`config.mk`:
```
export PLATFORM = sky130hd
export DESIGN_NAME = sa_sequencer
export DESIGN_NICKNAME = d
export VERILOG_FILES = /design/src/rtl/sa_pkg.sv /design/src/rtl/sa_perf_counter.sv /design/src/rtl/sa_sequencer.sv
export SDC_FILE = /design/constraint.sdc
export NUM_CORES = 1
export LEC_CHECK = 0
export ABC_AREA = 0
export BUFFER_PORTS_ARGS = -buffer_cell sky130_fd_sc_hd__buf_4
export CELL_PAD_IN_SITES_DETAIL_PLACEMENT = 1
export CELL_PAD_IN_SITES_GLOBAL_PLACEMENT = 1
export CORE_ASPECT_RATIO = 1.25
export CORE_UTILIZATION = 38
export DETAILED_ROUTE_END_ITERATION = 8
export PLACE_DENSITY_LB_ADDON = 0.1
export REMOVE_ABC_BUFFERS = 1
export SLEW_MARGIN = 20
export SYNTH_ARGS = -nofsm -noshare
export SYNTH_HDL_FRONTEND = slang
export SYNTH_SLANG_ARGS = --single-unit
export TNS_END_PERCENT = 50
```
`constraint.sdc`:
```
create_clock -name clk -period 4.34 [get_ports clk]
set_clock_uncertainty 0.2 [all_clocks]
set_input_delay 0 -clock clk [delete_from_list [all_inputs] [get_ports clk]]
set_output_delay 0 -clock clk [all_outputs]
set_load 0.02 [all_outputs]
```
`src/rtl/sa_pkg.sv`:
```
// ---------------------------------------------------------------------------
// sa_pkg
// Shared types and constants for the 4x4 systolic-array sequencer.
//   sa_state_t    : sequencer FSM states
//   SA_DIM        : array edge (PEs per row/column)
//   SA_SKEW       : extra feed cycles needed to drain the operand skew
//   SA_RES_PER_OP : results committed to output memory per operation
//   SA_*_W        : default widths for K, instruction address, operand
//                   column pointer and output-memory base address
// ---------------------------------------------------------------------------
package sa_pkg;

  localparam int SA_DIM        = 4;
  localparam int SA_SKEW       = 2 * (SA_DIM - 1);
  localparam int SA_RES_PER_OP = SA_DIM * SA_DIM;

  localparam int SA_K_W        = 4;
  localparam int SA_IADDR_W    = 3;
  localparam int SA_COL_W      = 8;
  localparam int SA_OADDR_W    = 7;
  localparam int SA_PERF_W     = 16;

  typedef enum logic [2:0] {
    ST_IDLE,
    ST_FETCH,
    ST_DECODE,
    ST_CLEAR,
    ST_FEED,
    ST_LAST,
    ST_WRITE,
    ST_DONE
  } sa_state_t;

endpackage

```
`src/rtl/sa_perf_counter.sv`:
```
// ---------------------------------------------------------------------------
// sa_perf_counter
// Saturating enable counter used to measure busy cycles of the sequencer.
// Only present when the SA_PERF_CNT_EN macro is defined; without it the
// sequencer ties its perf_cycles output to zero and this module is absent.
// Ports:
//   clk   : clock
//   rst   : synchronous active-high reset (clears the count)
//   clr   : synchronous clear, takes priority over counting
//   en    : count enable, one increment per enabled cycle
//   count : current count, sticks at all-ones once reached
// ---------------------------------------------------------------------------
`ifdef SA_PERF_CNT_EN
module sa_perf_counter #(
  parameter int W = 16
) (
  input  logic         clk,
  input  logic         rst,
  input  logic         clr,
  input  logic         en,
  output logic [W-1:0] count
);

  logic [W-1:0] count_q;
  logic [W-1:0] count_d;

  // Next count: clear wins, otherwise increment unless already saturated.
  always_comb begin
    count_d = count_q;
    if (clr) begin
      count_d = '0;
    end else if (en && (count_q != '1)) begin
      count_d = count_q + W'(1);
    end
  end

  always_ff @(posedge clk) begin
    if (rst) begin
      count_q <= '0;
    end else begin
      count_q <= count_d;
    end
  end

  assign count = count_q;

endmodule
`endif

```
`src/rtl/sa_sequencer.sv`:
```
// ---------------------------------------------------------------------------
// sa_sequencer
// Control FSM for the 4x4 systolic matmul datapath. Walks an instruction
// list; each nonzero entry K runs one operation: clear the PE accumulators,
// stream K+2*(DIM-1) pre-skewed operand columns from memA/memB, then commit
// the DIM*DIM results to output memory. A zero entry or the end of the list
// finishes the run and raises ap_done.
// Optional feature macro: SA_PERF_CNT_EN (busy-cycle counter on perf_cycles).
// Ports:
//   clk, rst          : clock, synchronous active-high reset
//   ap_start          : start pulse, accepted only in IDLE or DONE
//   ap_done           : level, high while in DONE
//   busy              : high in every state except IDLE and DONE
//   instr_rd/addr     : instruction memory read strobe and address
//   instr_data        : instruction value, valid the cycle after instr_rd
//   op_rd_en, op_col  : memA/memB read strobe and column address
//   pe_clr, pe_en     : PE accumulator clear and compute enable
//   o_wr_en, o_base   : output-memory commit strobe and base address
//   cur_k             : K of the operation in progress (held afterwards)
//   perf_cycles       : busy-cycle count, or zero without SA_PERF_CNT_EN
// ---------------------------------------------------------------------------
module sa_sequencer
  import sa_pkg::*;
#(
  parameter int DIM     = SA_DIM,
  parameter int K_W     = SA_K_W,
  parameter int IADDR_W = SA_IADDR_W,
  parameter int COL_W   = SA_COL_W,
  parameter int OADDR_W = SA_OADDR_W
) (
  input  logic                 clk,
  input  logic                 rst,
  input  logic                 ap_start,
  output logic                 ap_done,
  output logic                 busy,
  output logic                 instr_rd,
  output logic [IADDR_W-1:0]   instr_addr,
  input  logic [K_W-1:0]       instr_data,
  output logic                 op_rd_en,
  output logic [COL_W-1:0]     op_col,
  output logic                 pe_clr,
  output logic                 pe_en,
  output logic                 o_wr_en,
  output logic [OADDR_W-1:0]   o_base,
  output logic [K_W-1:0]       cur_k,
  output logic [SA_PERF_W-1:0] perf_cycles
);

  localparam int SKEW   = 2 * (DIM - 1);
  localparam int FEED_W = $clog2((2 ** K_W) + SKEW);

  sa_state_t            state_q, state_d;
  logic [IADDR_W-1:0]   ptr_q, ptr_d;
  logic [COL_W-1:0]     col_q, col_d;
  logic [OADDR_W-1:0]   o_base_q, o_base_d;
  logic [K_W-1:0]       cur_k_q, cur_k_d;
  logic [FEED_W-1:0]    feed_q, feed_d;
  logic                 pe_en_q, pe_en_d;

  // Next-state, pointer updates and Moore outputs.
  // The feed counter is loaded with L-1 so that FEED lasts exactly L cycles,
  // leaving for LAST when it reads zero. Starting a run (from IDLE or DONE)
  // rewinds every pointer so each run begins at instruction 0, column 0.
  always_comb begin
    state_d   = state_q;
    ptr_d     = ptr_q;
    col_d     = col_q;
    o_base_d  = o_base_q;
    cur_k_d   = cur_k_q;
    feed_d    = feed_q;
    pe_en_d   = 1'b0;
    ap_done   = 1'b0;
    busy      = 1'b0;
    instr_rd  = 1'b0;
    op_rd_en  = 1'b0;
    pe_clr    = 1'b0;
    o_wr_en   = 1'b0;

    unique case (state_q)
      ST_IDLE: begin
        if (ap_start) begin
          ptr_d    = '0;
          col_d    = '0;
          o_base_d = '0;
          state_d  = ST_FETCH;
        end
      end
      ST_FETCH: begin
        busy     = 1'b1;
        instr_rd = 1'b1;
        state_d  = ST_DECODE;
      end
      ST_DECODE: begin
        busy = 1'b1;
        if (instr_data == '0) begin
          state_d = ST_DONE;
        end else begin
          cur_k_d = instr_data;
          feed_d  = FEED_W'(instr_data) + FEED_W'(SKEW - 1);
          state_d = ST_CLEAR;
        end
      end
      ST_CLEAR: begin
        busy    = 1'b1;
        pe_clr  = 1'b1;
        state_d = ST_FEED;
      end
      ST_FEED: begin
        busy     = 1'b1;
        op_rd_en = 1'b1;
        pe_en_d  = 1'b1;
        col_d    = col_q + COL_W'(1);
        if (feed_q == '0) begin
          state_d = ST_LAST;
        end else begin
          feed_d = feed_q - FEED_W'(1);
        end
      end
      ST_LAST: begin
        busy    = 1'b1;
        state_d = ST_WRITE;
      end
      ST_WRITE: begin
        busy     = 1'b1;
        o_wr_en  = 1'b1;
        o_base_d = o_base_q + OADDR_W'(DIM * DIM);
        ptr_d    = ptr_q + IADDR_W'(1);
        // Last list slot just executed: the pointer wraps, so stop here
        // instead of fetching the list again.
        if (ptr_q == '1) begin
          state_d = ST_DONE;
        end else begin
          state_d = ST_FETCH;
        end
      end
      ST_DONE: begin
        ap_done = 1'b1;
        if (ap_start) begin
          ptr_d    = '0;
          col_d    = '0;
          o_base_d = '0;
          state_d  = ST_FETCH;
        end
      end
      default: begin
        state_d = ST_IDLE;
      end
    endcase
  end

  // State and pointer registers. pe_en_q is op_rd_en delayed by one cycle
  // to line up with the one-cycle read latency of memA/memB.
  always_ff @(posedge clk) begin
    if (rst) begin
      state_q  <= ST_IDLE;
      ptr_q    <= '0;
      col_q    <= '0;
      o_base_q <= '0;
      cur_k_q  <= '0;
      feed_q   <= '0;
      pe_en_q  <= 1'b0;
    end else begin
      state_q  <= state_d;
      ptr_q    <= ptr_d;
      col_q    <= col_d;
      o_base_q <= o_base_d;
      cur_k_q  <= cur_k_d;
      feed_q   <= feed_d;
      pe_en_q  <= pe_en_d;
    end
  end

  assign instr_addr = ptr_q;
  assign op_col     = col_q;
  assign o_base     = o_base_q;
  assign cur_k      = cur_k_q;
  assign pe_en      = pe_en_q;

`ifdef SA_PERF_CNT_EN
  // The count restarts whenever a start pulse is actually accepted.
  logic perf_clr;
  assign perf_clr = ap_start && ((state_q == ST_IDLE) || (state_q == ST_DONE));

  sa_perf_counter #(
    .W (SA_PERF_W)
  ) u_perf_counter (
    .clk   (clk),
    .rst   (rst),
    .clr   (perf_clr),
    .en    (busy),
    .count (perf_cycles)
  );
`else
  assign perf_cycles = '0;
`endif

endmodule
```
After elaboration in Yosys (flattened, before gate mapping)
Index checks and enable logic that the tools add are counted.
{"block": "totals", "ff_bits": 31, "latch_bits": 0, "ram_bits": 0, "mem_bits_ro": 0, "in_bits": 7, "out_inout_bits": 45, "elab_cells": 58, "n_memories": 0}
{"block": "classes", "addsub": 5, "n_mul": 0, "div": 0, "order_cmp": 0, "n_eq_ne": 12, "shift": 0, "muxes": 20, "n_bitwise": 1, "reduce_logical": 13}
{"op": "$pmux 3 s7", "count": 1}
{"op": "$pmux 8 s2", "count": 1}
{"op": "$eq 3x3->1 const B", "count": 5}
{"op": "$mux 3", "count": 5}
{"op": "$pmux 7 s2", "count": 1}
{"op": "$mux 5", "count": 2}
{"op": "$pmux 5 s2", "count": 1}
{"op": "$add 8x1->8 const B", "count": 1}
{"op": "$mux 8", "count": 1}
{"op": "$reduce_and 2->1", "count": 4}
{"op": "$add 7x5->7 const B", "count": 1}
{"op": "$mux 7", "count": 1}
{"op": "$eq 3x2->1 const B", "count": 2}
{"op": "$mux 1", "count": 6}
{"op": "$ne 2x2->1 const B", "count": 3}
{"op": "$pmux 3 s2", "count": 1}
{"op": "$reduce_bool 2->1", "count": 3}
{"op": "$reduce_or 6->1", "count": 1}
{"op": "$add 4x3->5 const B", "count": 1}
{"op": "$logic_not 5->1", "count": 1}
{"op": "$sub 5x1->5 const B", "count": 1}
{"op": "$logic_not 4->1", "count": 1}
{"op": "$add 3x1->3 const B", "count": 1}
{"op": "$eq 3x1->1 const B", "count": 1}
{"op": "other kinds (5)", "count": 5}

Depth between registers and ports, before layout
{"block": "logic_depth", "ltp_word": 4, "mapped_depth": 8, "depth_no_buf": 6}

Worst setup path before layout
Ideal clock, no wire load.
{"block": "synth_path", "path_type": "reg-to-reg", "startpoint": "reg col_q[0] (netlist: op_col[0])", "endpoint": "reg col_q[6] (netlist: op_col[6])", "setup_ps": 70, "arrival_time_ps": 1561, "required_ps": 4070, "path_slack_ps": 2509, "path_stages_with_launch": 6, "n_path_buf": 0, "period_less_slack_ps": 1831, "cell_sequence": "dfxtp_1 ha_1 inv_1 or3_1 or3_1 a21oi_1"}
{"block": "synth_between", "elab_chain_len": 2}
{"element": "start, declared", "line": "sa_sequencer.sv:54", "source": "logic [COL_W-1:0] col_q, col_d;"}
{"element": "start signal, assigned", "line": "sa_sequencer.sv:165", "source": "col_q <= col_d;"}
{"element": "$add 8x1->8", "line": "sa_sequencer.sv:112", "source": "col_d = col_q + COL_W'(1);"}
{"element": "$pmux 8 s2", "line": "sa_sequencer.sv:79", "source": "unique case (state_q)"}
Every way passes these cells.
A chain may end at the register's enable or synchronous reset.

Worst setup path in the final report
{"block": "layout_path", "startpoint": "in instr_data[0]", "endpoint": "reg state_q[2]"}
{"block": "layout_between", "elab_chain_len": 3}
{"element": "start, declared", "line": "sa_sequencer.sv:38", "source": "input logic [K_W-1:0] instr_data,"}
{"element": "$logic_not 4->1", "line": "sa_sequencer.sv:95", "source": "if (instr_data == '0) begin"}
{"element": "$mux 3", "line": "sa_sequencer.sv:95"}
{"element": "$pmux 3 s7", "line": "sa_sequencer.sv:79"}
{"element": "end signal, assigned", "line": "sa_sequencer.sv:163", "source": "state_q <= state_d;"}
{"element": "end, declared", "line": "sa_sequencer.sv:52", "source": "sa_state_t state_q, state_d;"}
Every way passes these cells.

==> flow_metrics.tcl <==
set metrics [dict create \
    clk_pin_slew_worst_paths_ns 0.10 \
    final_cells 284 \
    detail_route.drc_violations 0 \
    timing.slew.headroom 0.6129 \
    crit_path_max_incr_delay_ns 0.61 \
    clockRootBuffer "clkbuf_8" \
    numClockSinks 27 \
    static_power_due_to_leakage_nw 0.7899 \
    met3_demand_to_capacity_share_in_global_routing 0.02465 \
    buffer_ports.inserted 31 \
    crit_path_frequent_cell "dlygate4sd3_1" \
    numCtsBuffers 3 \
    place_worst_setup_slack_ns 2.187 \
    grt_setup_unrepaired "no" \
    irDropWorstVdd_v 0.0001575 \
    area_of_the_mapped_netlist_sq_um 1573 \
    pwr_density_cell_nw_per_um2 279.2 \
    finalSetupTns_ns 0 \
    grt_first_pass_wirelength_mm 6.334 \
    end_kind "register" \
    synth_cell_types 43 \
    antenna_found_initial 0 \
    post_cts.repair.setup_buffers 0 \
    drt_first_pass_iters 4 \
    path_max_fanout 6 \
    ant_nets 0 \
    htree_levels 1 \
    cts-root-to-sink-buffers 2 \
    drt_iter0_markers 63 \
    synth_adder_area_share 0.05569 \
    grt_remaining_overflow 0 \
    cts_resized 0 \
    fp.coreArea_sq_um 3879 \
    power.share.switching 0.3106 \
    worstPathRequired_ns 4.36 \
    p_sw_w 0.0001645 \
    finalWorstSetupSlack_ns 1.792 \
    share_of_cell_area_taken_by_muxes_after_synthesis 0 \
    finalCritPeriodShare 0.5871 \
    synth.ff_latch_count 27 \
    initial_core_util 0.4055 \
    grt-busiest-layer "met2" \
    rows 25 \
    placed_cells_incl_taps 269 \
    crit_path_top_delay_cell "dlygate4sd3_1" \
    gr-usage-met1 0.2154 \
    synth_compound_area_frac 0.1909 \
    cts_hold_repair.buffers 11 \
    avgViaCountPerCell 5.060 \
    post_route_cells_drive_above_1_share 0.1739 \
    holdWs_ns 0.2886 \
    path_cells "dlygate4sd3_1 > buf_4 > inv_1 > ha_1 > or3b_1 > nand2b_1 > a21oi_1 > a2111oi_0 > dlygate4sd3_1" \
    crit_arrival_ns 2.57 \
    run_status "complete, no violations" \
    die_area_sq_um 4401 \
    detailroute.via_count 1437 \
    fmaxAchievable_ghz 0.3925 \
    critPathKind "in -> reg" \
    wire_per_inst_um 13.23 \
    xor_xnor_share_of_the_synthesized_area 0.02228 \
    grtUsageMet2 0.3483 \
    number_of_synthesized_flops_with_an_enable_pin 0 \
    seq_power_share 0.508 \
    timing.final.crit_period_ns 2.548 \
    diodes 0 \
    synth_top_family_by_area "simple AND/OR/NAND/NOR gates" \
    synth-async-reset-ratio 0 \
    final-hold-violation-count 0 \
    groute.usage.overall 0.1846 \
    synth-main-ff-cell "dfxtp_1" \
    critical_path.startpoint_type "input port" \
    tritoncts_clock_tree "built" \
    finish.utilization 0.4890 \
    io_pins 52 \
    grt_max_degree 23 \
    p_int_w 0.0003652 \
    final-setup-viol-count 0 \
    synth_warnings 0 \
    routed_wirelength_mm 3.756 \
    worstPathBufferInverterCount 4 \
    post_synth_and_or_nand_nor_area_fraction 0.2275 \
    layout_commonest_cell "buf_4" \
    synth_seq_area_share 0.3437 \
    power.share.combinational 0.214 \
    postSynthAreaPerCell_sq_um 8.024 \
    die_y_um 73.93 \
    first_global_vias 1405 \
    overall_die_width_um 59.54 \
    detailed_place_hpwl_mm 2.796 \
    nets 245 \
    report.final.slew_viol_count 0 \
    gp_congestion 0.7227 \
    min_path_type "reg -> reg" \
    syn-instance-count 196 \
    areaGrowthSynthToFinish_pct 20.60 \
    final_cell_mix "31 x buf_4, 27 x dfxtp_1, 24 x a21oi_1, 20 x conb_1, 12 x nand2_1" \
    max_cap_violations 0 \
    cpLargestDelayFamily "buffers and inverters" \
    clk_latency_ns 0.27 \
    pwr-share-clk 0.278 \
    worst-slew-pin-transition_ns 0.5727 \
]
logic make-up (layout without fill, tap and decap cells):
logic type               after synthesis  count (layout)
XOR/XNOR                               4               4
adder cells (fa/ha/maj)                7               7
other                                  1              20
AO/OA/AOI/OAI                         49              49
AND/OR/NAND/NOR                       66              66
buffers and inverters                 42              57
flip-flops                            27              27
synth_stat cells, types with 6 or more instances:
cell type	count	area, sq um
ha_1	7	87.58
nor2_1	11	41.29
a21oi_1	24	120.1
o21ai_0	7	35.03
nand2_1	12	45.04
nand3_1	9	45.04
inv_1	9	33.78
buf_4	21	157.7
dfxtp_1	27	540.5
nand2b_1	6	37.54
clkbuf_1	6	22.52
layer usage:
layer  wire length (um)  part of all wire
met1               1595              0.42
met2               2000              0.53
met3                119             0.032
met4                 41             0.011
met5                  0                 0
cell type report:
cell class	instances	area, sq um
clock buffer	3	41.29
clock inverter	1	7.507
fill	515	1982
inverter	11	41.29
multi-input combinational	146	855.8
sequential	27	540.5
tap	54	67.56
timing repair buffer	42	342.8
final timing paths:
path / start / end / slack, ns / cells after the start
max reg2reg: state_q[1]$_SDFFE_PP0P_ / cur_k[2]$_SDFFE_PP0P_ / 1.86 / 5
max: instr_data[0] / state_q[2]$_SDFFE_PP0P_ / 1.79 / 9
min: op_col[7]$_SDFFE_PP0P_ / op_col[7]$_SDFFE_PP0P_ / 0.29 / 2
min reg2reg: op_col[7]$_SDFFE_PP0P_ / op_col[7]$_SDFFE_PP0P_ / 0.29 / 2
state kept, by name, summed over array words and instances, names as in the netlist:
name	cells
cur_k	4
feed_q	5
instr_addr	3
o_base	3
op_col	8
pe_en	1
state_q	3
stage by stage:
stage / instance area, sq um / power (W)
finish: 1897 / 0.0005297
global route: 1897 / 0.0005614
CTS: 1897 / 0.0005369
detailed placement: 1738 / 0.0003803
global placement: 1738 / 0.0003757
floorplan: 1438 / 0.0003444
power by group through the flow:
stage	Clock (W)	Sequential [W]	Combinational [W]
final	0.000147	0.000269	0.000113
after global routing	0.000165	0.000271	0.000125
after CTS	0.000154	0.000269	0.000114
after detailed placement	0	0.000275	0.000105
after global placement	0	0.000274	0.000102
after floorplan	0	0.000275	0.0000698
worst min-delay path: cells and delay by family (launching register included):
family             cells  cell delay [ns]
DFF                    1             0.33
AOI/OAI and AO/OA      2             0.11
No activity file was read; power rests on OpenSTA's default activity.
